### src/rtl/elbeth_csr_arbiter_pkg.sv
// Shared definitions for the CSR access-port arbiter: FSM states and CSR command codes.
package elbeth_csr_arbiter_pkg;

  typedef enum logic [1:0] {
    ARB_IDLE,
    ARB_PEND,
    ARB_RESP
  } arb_state_t;

  // bit2 = enable, bits1:0 select the write flavour (00 = plain read)
  localparam logic [2:0] CSR_READ  = 3'b100;
  localparam logic [2:0] CSR_WRITE = 3'b101;
  localparam logic [2:0] CSR_SET   = 3'b110;
  localparam logic [2:0] CSR_CLEAR = 3'b111;

  function automatic logic csr_cmd_active(input logic [2:0] cmd);
    return cmd[2];
  endfunction

endpackage

### src/rtl/elbeth_starve_counter.sv
// Saturating wait counter with synchronous clear and an at-limit flag.
module elbeth_starve_counter #(
  parameter int unsigned LIMIT = 16
) (
  input  logic clk,
  input  logic rst,
  input  logic clr,
  input  logic en,
  output logic at_limit
);

  localparam int unsigned W = (LIMIT == 0) ? 1 : $clog2(LIMIT + 1);

  logic [W-1:0] count;

  assign at_limit = (count == W'(LIMIT));

  // Count enabled cycles, clear on request, stick at LIMIT
  always_ff @(posedge clk) begin
    if (rst || clr) begin
      count <= '0;
    end else if (en && !at_limit) begin
      count <= count + 1'b1;
    end
  end

endmodule

### src/rtl/elbeth_csr_arbiter.sv
// Shares the CSR register-file port between core CSR instructions (priority)
// and a single-outstanding host/debug request inserted into idle core cycles.
module elbeth_csr_arbiter
  import elbeth_csr_arbiter_pkg::*;
#(
  parameter int unsigned STARVE_LIMIT = 16
) (
  input  logic        clk,
  input  logic        rst,
  input  logic [2:0]  core_csr_cmd,
  input  logic [11:0] core_csr_addr,
  input  logic [31:0] core_csr_wdata,
  input  logic        core_exception,
  input  logic        core_eret,
  output logic [31:0] core_csr_rdata,
  output logic        core_illegal_access,
  output logic        core_stall,
  input  logic        host_req_valid,
  output logic        host_req_ready,
  input  logic        host_req_write,
  input  logic [11:0] host_req_addr,
  input  logic [31:0] host_req_wdata,
  output logic        host_resp_valid,
  input  logic        host_resp_ready,
  output logic [31:0] host_resp_rdata,
  output logic        host_resp_error,
  output logic [2:0]  csr_cmd,
  output logic [11:0] csr_addr,
  output logic [31:0] csr_wdata,
  input  logic [31:0] csr_rdata,
  input  logic        csr_illegal_access
);

  arb_state_t  state;
  logic        hold_write;
  logic [11:0] hold_addr;
  logic [31:0] hold_wdata;
  logic        at_limit;
  logic        slot;
  logic        grant;

  assign host_req_ready = (state == ARB_IDLE);
  assign core_stall     = (state == ARB_PEND) && at_limit;
  // A stalled core's own command does not block the slot; exception/eret always do
  assign slot           = !core_exception && !core_eret &&
                          (!csr_cmd_active(core_csr_cmd) || core_stall);
  assign grant          = (state == ARB_PEND) && slot;

  elbeth_starve_counter #(
    .LIMIT(STARVE_LIMIT)
  ) u_starve (
    .clk     (clk),
    .rst     (rst),
    .clr     (host_req_ready && host_req_valid),
    .en      ((state == ARB_PEND) && !slot),
    .at_limit(at_limit)
  );

  // Port mux: host owns the CSR port only in the grant cycle
  always_comb begin
    csr_cmd             = core_csr_cmd;
    csr_addr            = core_csr_addr;
    csr_wdata           = core_csr_wdata;
    core_csr_rdata      = csr_rdata;
    core_illegal_access = csr_illegal_access;
    if (grant) begin
      csr_cmd             = hold_write ? CSR_WRITE : CSR_READ;
      csr_addr            = hold_addr;
      csr_wdata           = hold_wdata;
      core_csr_rdata      = '0;
      core_illegal_access = 1'b0;
    end
  end

  // Host request FSM with registered response outputs
  always_ff @(posedge clk) begin
    if (rst) begin
      state           <= ARB_IDLE;
      host_resp_valid <= 1'b0;
      host_resp_rdata <= '0;
      host_resp_error <= 1'b0;
    end else begin
      unique case (state)
        ARB_IDLE: begin
          if (host_req_valid) begin
            hold_write <= host_req_write;
            hold_addr  <= host_req_addr;
            hold_wdata <= host_req_wdata;
            state      <= ARB_PEND;
          end
        end
        ARB_PEND: begin
          if (slot) begin
            host_resp_rdata <= csr_rdata;
            host_resp_error <= csr_illegal_access;
            host_resp_valid <= 1'b1;
            state           <= ARB_RESP;
          end
        end
        ARB_RESP: begin
          if (host_resp_ready) begin
            host_resp_valid <= 1'b0;
            state           <= ARB_IDLE;
          end
        end
        default: state <= ARB_IDLE;
      endcase
    end
  end

endmodule

### config.mk
export PLATFORM = sky130hd
export DESIGN_NAME = elbeth_csr_arbiter
export DESIGN_NICKNAME = d
export VERILOG_FILES = /design/src/rtl/elbeth_csr_arbiter_pkg.sv /design/src/rtl/elbeth_starve_counter.sv /design/src/rtl/elbeth_csr_arbiter.sv
export SDC_FILE = /design/constraint.sdc
export NUM_CORES = 1
export LEC_CHECK = 0
export CORE_ASPECT_RATIO = 0.9
export CORE_MARGIN = 2
export CORE_UTILIZATION = 34
export CTS_BUF_LIST = sky130_fd_sc_hd__clkbuf_8 sky130_fd_sc_hd__clkbuf_16
export CTS_CLUSTER_SIZE = 30
export DETAILED_ROUTE_END_ITERATION = 10
export MAX_ROUTING_LAYER = met4
export PLACE_DENSITY_LB_ADDON = 0.25
export SYNTH_ARGS = -nofsm -noshare
export SYNTH_HDL_FRONTEND = slang
export SYNTH_SLANG_ARGS = --single-unit
export TNS_END_PERCENT = 30
### constraint.sdc
create_clock -name clk -period 3.7 [get_ports clk]
set_input_delay 0.555 -clock clk [delete_from_list [all_inputs] [get_ports clk]]
set_output_delay 0.555 -clock clk [all_outputs]
set_load 0.01 [all_outputs]
---- Word-level counts from Yosys, hierarchy flattened ----
Cells that the tools add are included.
word-level totals
  logic and storage cells ................. 49
  output and inout port bits .............. 116
  flip-flop bits (word level) ............. 86
  input port bits ......................... 131
cells by class
  add/sub/neg operators ................... 1
  muxes and demuxes ....................... 13
  bitwise logic cells ..................... 1
  reductions and logical operators ........ 20
  eq/ne operators ......................... 6
operator list
  kind                   count
  $mux W32               2
  $mux W12               1
  $reduce_and A3 Y1      3
  $logic_and A1 B1 Y1    7
  $mux W2                3
  $ne A2 B2 Y1 const B   3
  $pmux W2 S3            1
  $add A5 B1 Y5 const B  1
  $eq A5 B5 Y1 const B   1
  $logic_not A1 Y1       5
  $mux W1                4
  $mux W3                1
  $eq A2 B1 Y1 const B   1
  $eq A2 B2 Y1 const B   1
  $logic_not A2 Y1       1
  $logic_or A1 B1 Y1     2
  $pmux W1 S2            1
  $reduce_and A2 Y1      1
  $reduce_bool A2 Y1     1
  $not A1 Y1             1

---- Logic depth before layout (Yosys ltp) ----
Gate-level depths: netlist of run 1.
  depth in word-level cells ............... 7
  depth in mapped cells ................... 7
  gate-level depth less buffers ........... 5

---- By module ----
A second synthesis of run 1 with hierarchy kept.
unflattened totals
  cell total of the unflattened synthesis .. 326
  area, all modules ....................... 4,066.4 µm²
by module, submodules not included
  module                 cells an instance  seq. area each (µm²)  times used  area an instance (µm²)
  elbeth_csr_arbiter     297                2,072.0               1           3,784.9
  elbeth_starve_counter  29                 100.1                 1           281.5

---- Least setup slack after synthesis of run 1 ----
OpenSTA, ideal clock, no wires.
  kind .................................... input to register
  start point ............................. in host_req_valid
  end point ............................... reg hold_addr[0] (enable)
  cell stages on the path ................. 3
  data arrival time ....................... 3.036 ns
  required time ........................... 3.252 ns
  buffers on the path ..................... 1
  library setup time ...................... 0.448 ns
  setup slack ............................. 0.217 ns
  cell sequence ........................... or3b_2 clkbuf_1 nor2_1
on the way
  cells in the longest elaborated chain, start to end .. 1
ends and longest elaborated chain
  item                         RTL line                  source
  start: declaration           elbeth_csr_arbiter.sv:18  input logic host_req_valid,
  $reduce_and A3 Y1 (no line)  n/a
  end signal: assignment       elbeth_csr_arbiter.sv:87  hold_addr <= host_req_addr;
  end: declaration             elbeth_csr_arbiter.sv:36  logic [11:0] hold_addr;
No other way between the ends.
A chain may end at the register's enable or synchronous reset.

---- Final worst setup path of run 1 ----
  start point ............................. reg u_starve.count[0]
  end point ............................... out csr_wdata[6]
on the way
  cells in the longest elaborated chain, start to end .. 6
ends and longest elaborated chain
  item                      RTL line                     source
  start: declaration        elbeth_starve_counter.sv:14  logic [W-1:0] count;
  start signal: assignment  elbeth_starve_counter.sv:23  count <= count + 1'b1;
  $eq A5 B5 Y1              elbeth_starve_counter.sv:16  assign at_limit = (count == W'(LIMIT));
  $logic_and A1 B1 Y1       elbeth_csr_arbiter.sv:43     assign core_stall = (state == ARB_PEND) && at_limit;
  $logic_or A1 B1 Y1        elbeth_csr_arbiter.sv:46     (!csr_cmd_active(core_csr_cmd) || core_stall);
  $logic_and A1 B1 Y1       elbeth_csr_arbiter.sv:45     assign slot = !core_exception && !core_eret &&
  $logic_and A1 B1 Y1       elbeth_csr_arbiter.sv:47     assign grant = (state == ARB_PEND) && slot;
  $mux W32                  elbeth_csr_arbiter.sv:66     if (grant) begin
  end: declaration          elbeth_csr_arbiter.sv:29     output logic [31:0] csr_wdata,
No other way between the ends.

==> impl_metrics.toml, run 1 <==
[run_status]
status = "finished, final reports clean"

[sta]
clock_skew_ns = 0.00765
max_freq_mhz = 289
min_period_ns = 3.47
relSlewSlack_pct = 58.3
slew_violations = 0
final_hold_viol_count = 0
rsz0062_at_grt = "false"
period_share_pct = 93.6
worst_pin_slew_ns = 0.620
tns_ns = 0
setup_viol = 0

[critical_path]
timing.rr.end = "host_resp_rdata[5]"
crit_path_max_fanout = 45
startpoint_type = "flop"
path_class = "reg -> out"
reg2reg_from = "u_starve.count[0]"
reg2regPathDepth = 6
critPathArrivalTime_ns = 2.91
end_kind = "primary output"
timing.critical_path.buf_inv = 3
crit_chain = "inv_1, ha_1, nand4bb_4, a2111o_2, buf_12, mux2_4, clkdlybuf4s50_1"
ff2ff_setup_slack_ns = 1.61
critical_path.max_stage_delay_ns = 0.66
crit_required_ns = 3.14
setup.worst_path.start = "u_starve.count[0]"
slowest_stage = "a2111o_2"
cp_top_family = "buffers and inverters"

[cts]
cts_tree = "done"
postCtsSetupBuffers = 0
root_buffer = "clkbuf_16"
cts_resized = 0
clkSinkCount = 86
cts_max_level = 3
clk_pin_slew_ns = 0.06
cts_made_buffers = 9
clk_latency_ns = 0.33
cts_buffer_depth = 2
ctsHoldBuffers = 0

[detailed_routing]
drtIter0Drc = 92
routed_wl_um = 11100
via_per_inst = 4.54
vias = 3339
drc = 0
drt_pre_antenna_iters = 4
wl_per_cell_um = 15.1
ant_nets = 0

[floorplanning]
coreArea_sq_um = 12000
start_util_pct = 34.6
die_x_um = 120
die_h_um = 109
io_pins = 247
rows = 38
die-area_sq_um = 13100

[global_routing]
grt_use_met3_pct = 4.29
grt_max_degree = 53
met1_usage_pct = 19.4
busiest_layer = "met2"
antenna_found_initial = 0
track_usage_pct = 17.0
grt_pass1_wl_um = 16900
overflow = 0
grt_pass1_vias = 3248
grtUsageMet2_pct = 29.6

[layout]
n_antenna_cell = 0
syn2layout_area_growth_pct = 67.6
layout_commonest_cell = "clkdlybuf4s50_1"
drive_above_1_share_pct = 12.5
mostFrequentLayoutCells = "clkdlybuf4s50_1, nand2_1, edfxtp_1"
nNetsFinal = 704

[pwr]
power.total_w = 0.00231
p_leak_nw = 2.60
powerDensity_nw_per_um2 = 332
peakVddDrop_mv = 0.169

[synth]
netlist_area_sq_um = 4150
ys_types = 29
syn_inst = 330
yosysWarnings = 0
syn_area_per_cell_sq_um = 12.6
ys_seq_area_share_pct = 52.3
syn-num-nets = 463
synth-seq-cells = 86

[place]
dp_hpwl_um = 8700
place.gp.congestion = 0.749
numPortBuffers = 246

[worst_hold_path]
min_from = "host_resp_rdata[25]"
worst_hold_path_type = "reg -> reg"
min_to = "host_resp_rdata[25]"
min_path_cells = 2

[flow_run]
maxCapViolations = 0
## metal layers
metal	part of all wire [%]	routed length (um)	vias to the layer above
met1	42	4630	1534
li1	-	-	1640
met2	49	5470	156
met4	1.3	141	0
met5	0	0	-
met3	7.8	862	9
## report_power, final
part | leakage, nW | internal [W] | switching (W)
clock network | 0.122 | 0.000455 | 0.000366
logic | 1.73 | 0.000292 | 0.000146
registers | 0.748 | 0.00104 | 0.0000125
total | 2.60 | 0.00178 | 0.000525
## synthesized netlist by cell type
cell type,n,area (sq um)
inv_2,1,3.75
or3b_2,2,17.5
buf_6,6,67.6
a2111oi_4,1,27.5
nor3_1,2,10.0
nand2b_1,1,6.26
edfxtp_1,45,1350
nor2_1,4,15.0
a2111oi_0,1,8.76
clkbuf_1,11,41.3
mux2i_1,35,350
ha_1,2,25.0
a21oi_1,5,25.0
mux2_4,44,661
o21ai_0,1,5.00
or4_1,3,22.5
and2_1,34,213
buf_12,4,80.1
a211oi_1,1,7.51
o31ai_1,3,22.5
nand2_1,69,259
nand3b_1,2,15.0
nand4bb_4,1,27.5
nor4bb_1,1,10.0
a2111o_1,1,11.3
mux2_2,1,11.3
nand3_1,5,25.0
dfxtp_1,41,821
inv_1,3,11.3
## flip-flops by register name, indices dropped and copies added, names as in the netlist
name             cells
hold_write           1
hold_wdata          32
host_resp_rdata     32
state                2
u_starve.count       5
host_resp_error      1
hold_addr           12
host_resp_valid      1
## through the flow
step	hold slack [ns]	utilization [%]	cell area, sq um	setup slack (ns)	std cells
2_1_floorplan	0.474	-	4150	0.217	330
3_3_place_gp	0.441	55.8	6680	0.388	720
3_5_place_dp	0.449	55.8	6680	0.321	720
4_1_cts	0.459	58.1	6960	0.226	736
5_1_grt	0.475	58.1	6960	0.136	736
6_report	0.456	58.1	6960	0.235	736
## how the worst max path moves through the flow
stage,to,slack [ns],depth (start not counted)
3_3_place_gp,csr_wdata[1],0.39,5
5_1_grt,csr_wdata[14],0.14,7
4_1_cts,csr_wdata[6],0.23,7
6_report,csr_wdata[6],0.23,7
3_5_place_dp,csr_wdata[6],0.32,5
2_1_floorplan,hold_addr[0],0.22,3
## logic make-up (layout without fill, tap and decap cells)
| group | Yosys count | in the layout | share of synthesized area [%] |
|---|---|---|---|
| buffers and inverters | 25 | 271 | 4.91 |
| multiplexers | 80 | 80 | 24.6 |
| AO/OA/AOI/OAI | 13 | 13 | 2.59 |
| flip-flops | 86 | 86 | 52.3 |
| AND/OR/NAND/NOR | 124 | 124 | 14.9 |
| adder cells (fa/ha/maj) | 2 | 2 | 0.603 |
## tightest hold or removal path, stage by stage, from the launching register on
cell and delay (ns):
dfxtp_1 0.31, nand2_1 0.05, mux2i_1 0.05
## cell type report
class                      instances  area (sq um)
clock buffer                       9           225
fill                             988          5020
sequential                        86          2170
tap                              160           200
inverter                           4          15.0
multi-input combinational        219          1780
clock inverter                     7          48.8
timing repair buffer             251          2510
Power figures use the tool's default switching activity.
==> run 2, diff against run 1 <==
Settings changed: SETUP_SLACK_MARGIN set to 0.1.
==> results of run 2 <==
Final layout, timing and power as in run 1 (identical DEF).
==> run 3, diff against run 2 <==
Settings changed: CTS_BUF_LIST sky130_fd_sc_hd__clkbuf_8 sky130_fd_sc_hd__clkbuf_16 to sky130_fd_sc_hd__clkbuf_16, GPL_TIMING_DRIVEN set to 1.
==> results of run 3 <==
Final layout, timing and power as in run 1 (identical DEF).
==> RTL change 1 (settings of run 3) <==
Change the parameter `STARVE_LIMIT` from 16 to 32.
--- a/src/rtl/elbeth_csr_arbiter.sv
+++ b/src/rtl/elbeth_csr_arbiter.sv
@@ -3,7 +3,7 @@
 module elbeth_csr_arbiter
   import elbeth_csr_arbiter_pkg::*;
 #(
-  parameter int unsigned STARVE_LIMIT = 16
+  parameter int unsigned STARVE_LIMIT = 32
 ) (
   input  logic        clk,
   input  logic        rst,
Check against the original RTL: same outputs for any inputs over 4 cycles, from zero or initial values and one cycle with rst high; that may be too few to reach the edited logic, so the function may still have changed.
==> RTL change 1 against run 3 <==
  * Clock power increased by 5.7%
  * Area after synthesis decreased by 6.0%
  * Synthesized cell count increased by 4.8%
  * Total power increased by 1.8%
  * Register-to-register slack got worse by 80 ps
  * Clock skew decreased by 1.1 ps
  * Wire length increased by 12%
  * Combinational power decreased by 3%
  * Die area decreased by 5.8%
  * Design area decreased by 2.2%
  * Highest routed layer unchanged
  * Sequential cell count increased by 1
  * Largest power group unchanged
  * Setup slack improved by 270 ps
==> RTL change 1: results <==
[global_routing]
met2_usage = 0.353
use_met3 = 0.0483
grt_pass1_vias = 3402
grt_max_degree = 46
use_met1 = 0.226
grt_usage = 0.204
grt_pass1_wl_mm = 18.6

[run_status]
status = finished, final reports clean

[placed_design]
place_area_um2 = 6520
pre_cts_ws_ps = 580
place_hpwl_mm = 9.30
dp.cells = 729
routabilityCongestion = 0.753

[sta]
tightest_slew_ps = 755
finClkSkew_ps = 6.56

[power]
p_leak_nw = 2.38
ir_drop_v = 0.000248

[drt]
drt_wl_total_mm = 12.5
wl_met2_mm = 6.49
wl_met3_um = 892
num_vias = 3578
drt-met1-wl_mm = 4.79
drtIter0Drc = 165

[finish]
fin_nets = 717
drive_gt1_frac = 0.0645
fill_cells = 1012
utilization = 0.602
stdcell_count = 745

[synthesis]
ys_top_cells_by_area = edfxtp_1 (35%), dfxtp_1 (22%), mux2_1 (10%), and2_1 (5.5%), a21oi_1 (5.0%)
syn_nets = 479
ys_seq_area_frac = 0.562
synth_common_cells = edfxtp_1 (45), dfxtp_1 (42), a21oi_1 (39)
syn_inst = 346
post_synth_num_cell_types = 34

[setup_path]
crit_fanout = 41
arrival_ps = 2640
## RTL change 1: cell types whose count changed after synthesis, sizes merged, moves of 8 or more
| cell | delta |
|---|---|
| clkbuf | +8 |
| a21oi | +34 |
| nand2 | -65 |
| o21ai | +34 |
| mux2i | -35 |
| nand3 | +33 |
## RTL change 1: where the power goes
part           leakage [nW]  switching (mW)  total [mW]  internal, mW
Clock                 0.149           0.356       0.868         0.512
Sequential            0.757         0.00980        1.06          1.05
Combinational          1.48           0.156       0.424         0.269
Total                  2.38           0.521        2.35          1.83
## RTL change 1: final cells by class
cell class / count / area share
Timing Repair Buffer: 254 / 0.375
Clock inverter: 7 / 0.00828
Sequential cell: 87 / 0.322
Multi-Input combinational cell: 227 / 0.230
Inverter: 5 / 0.00276
Clock buffer: 9 / 0.0331
Tap cell: 156 / 0.0287
## RTL change 1: cells by family after synthesis
family | synth area share
xor+xnor | 0.00673
simple gates | 0.144
flops | 0.562
buf+inv | 0.0404
compound gates | 0.103
mux | 0.139
fa+ha+maj | 0.00641
## RTL change 1: critical path: stages (launching register included)
cell and delay [ps]:
dfxtp_1 390, inv_1 80, ha_1 200, nor2b_1 180
a31o_2 270, nand2_4 100, buf_12 200, mux2_1 360
clkdlybuf4s50_1 490
## RTL change 1: worst paths after layout
path         depth (start not counted)                      startpoint  slack (ps)                                to
max                                  8  u_starve.count[0]$_SDFFE_PP0P_         510                      csr_wdata[2]
min                                  2    host_resp_valid$_SDFFE_PP0P_         470      host_resp_valid$_SDFFE_PP0P_
max reg2reg                          7  u_starve.count[0]$_SDFFE_PP0P_        1530  host_resp_rdata[16]$_SDFFE_PP0P_
min reg2reg                          2    host_resp_valid$_SDFFE_PP0P_         470      host_resp_valid$_SDFFE_PP0P_
==> RTL change 2 (config.mk and constraints of run 3) <==
Made on the original files. Register the output `host_resp_error` once more; this adds one clock of latency there. The other outputs are not delayed to match.
--- a/src/rtl/elbeth_csr_arbiter.sv
+++ b/src/rtl/elbeth_csr_arbiter.sv
@@ -30,6 +30,8 @@
   input  logic [31:0] csr_rdata,
   input  logic        csr_illegal_access
 );
+
+  logic host_resp_error_s0;
 
   arb_state_t  state;
   logic        hold_write;
@@ -78,7 +80,7 @@
       state           <= ARB_IDLE;
       host_resp_valid <= 1'b0;
       host_resp_rdata <= '0;
-      host_resp_error <= 1'b0;
+      host_resp_error_s0 <= 1'b0;
     end else begin
       unique case (state)
         ARB_IDLE: begin
@@ -92,7 +94,7 @@
         ARB_PEND: begin
           if (slot) begin
             host_resp_rdata <= csr_rdata;
-            host_resp_error <= csr_illegal_access;
+            host_resp_error_s0 <= csr_illegal_access;
             host_resp_valid <= 1'b1;
             state           <= ARB_RESP;
           end
@@ -108,5 +110,9 @@
     end
   end
 
+  always_ff @(posedge clk) begin
+    host_resp_error <= host_resp_error_s0;
+  end
+
 endmodule
 
Behaviour: not the same (Yosys sat finds a counterexample within 4 cycles, from zero or initial values and one cycle with rst high).
==> RTL change 2 against run 3 <==
  * Design area grew 0.52%
  * Fmax grew 4.1%
  * Non-clock buffer count is the same
  * Die area grew 0.46%
  * Setup slack gained 140 ps
  * Area after synthesis grew 0.48%
  * Sequential cell count grew 1
  * Wire length grew 2.7%
  * Total power grew 3.2%
==> RTL change 2: results <==
[sta]
worst_slack_ps = 370
finClkSkew_ps = 12.1
tightest_slew_ps = 633

[placed_design]
pre_cts_ws_ps = 487
place_hpwl_mm = 8.85
dp.cells = 721
place_area_um2 = 6700
routabilityCongestion = 0.741

[power]
ir_drop_v = 0.000180
power_frac_comb = 0.184
p_leak_nw = 2.64
internal_power_mw = 1.86
p_clk_frac = 0.371

[setup_path]
arrival_ps = 2770
crit_fanout = 50
rrSetupSlack_ps = 1650
crit_path_max_incr_delay_ps = 540

[global_routing]
use_met1 = 0.201
grt_usage = 0.172
grt_max_degree = 55
grt_pass1_wl_mm = 17.0
met2_usage = 0.297
grt_pass1_vias = 3234
use_met3 = 0.0429

[drt]
vias_per_cell = 4.50
wl_met2_mm = 5.69
drt_wl_total_mm = 11.4
drtIter0Drc = 121
wl_met3_um = 891
drt-met1-wl_mm = 4.74
highest_layer = met4

[finish]
fill_cells = 970
stdcell_count = 737
bufAreaShareNonClock = 0.359
ff_latch_area_um2 = 2190
drive_gt1_frac = 0.123
seq_cells = 87
clock_area_frac = 0.0415
n_antenna_cell = 0
fin_nets = 705
multi_input_area_share = 0.255

[synthesis]
syn_nets = 464
synth_common_cells = nand2_1 (69), edfxtp_1 (45), mux2_4 (44)
syn_inst = 331
ys_warn_count = 0
synth-main-ff-cell = edfxtp_1
ys_top_cells_by_area = edfxtp_1 (32%), dfxtp_1 (20%), mux2_4 (16%), mux2i_1 (8.4%), nand2_1 (6.2%)
ys_seq_area_frac = 0.525

[cts]
clockRootBuffer = clkbuf_16
insertion_delay_ps = 330
cts_htree_levels = 3

[worst_hold_path]
hold_path_depth = 0

[run_status]
status = finished, final reports clean
RTL change 2: changes by cell type after synthesis:
| cell | before | now |
|---|---|---|
| dfxtp_1 | 41 | 42 |
RTL change 2: final timing paths:
path	start	end
max	u_starve.count[0]$_SDFFE_PP0P_	csr_wdata[7]
min	host_resp_error_s0$_SDFFE_PP0P_	host_resp_error$_DFF_P_
max reg2reg	u_starve.count[0]$_SDFFE_PP0P_	host_resp_rdata[2]$_SDFFE_PP0P_
min reg2reg	host_resp_error_s0$_SDFFE_PP0P_	host_resp_error$_DFF_P_
RTL change 2: logic make-up after synthesis:
kind of cell	Yosys count	synth area share
mux	80	0.245
simple gates	124	0.149
buf+inv	25	0.0489
compound gates	13	0.0258
fa+ha+maj	2	0.00600
flops	87	0.525
RTL change 2: per-stage QoR:
step                 util  power (mW)  hold slack, ps
floorplan               -        1.24             331
global placement    0.557        1.52             337
detailed placement  0.557        1.52             335
CTS                 0.581        2.41             351
global route        0.581        2.48             362
finish              0.581        2.38             350
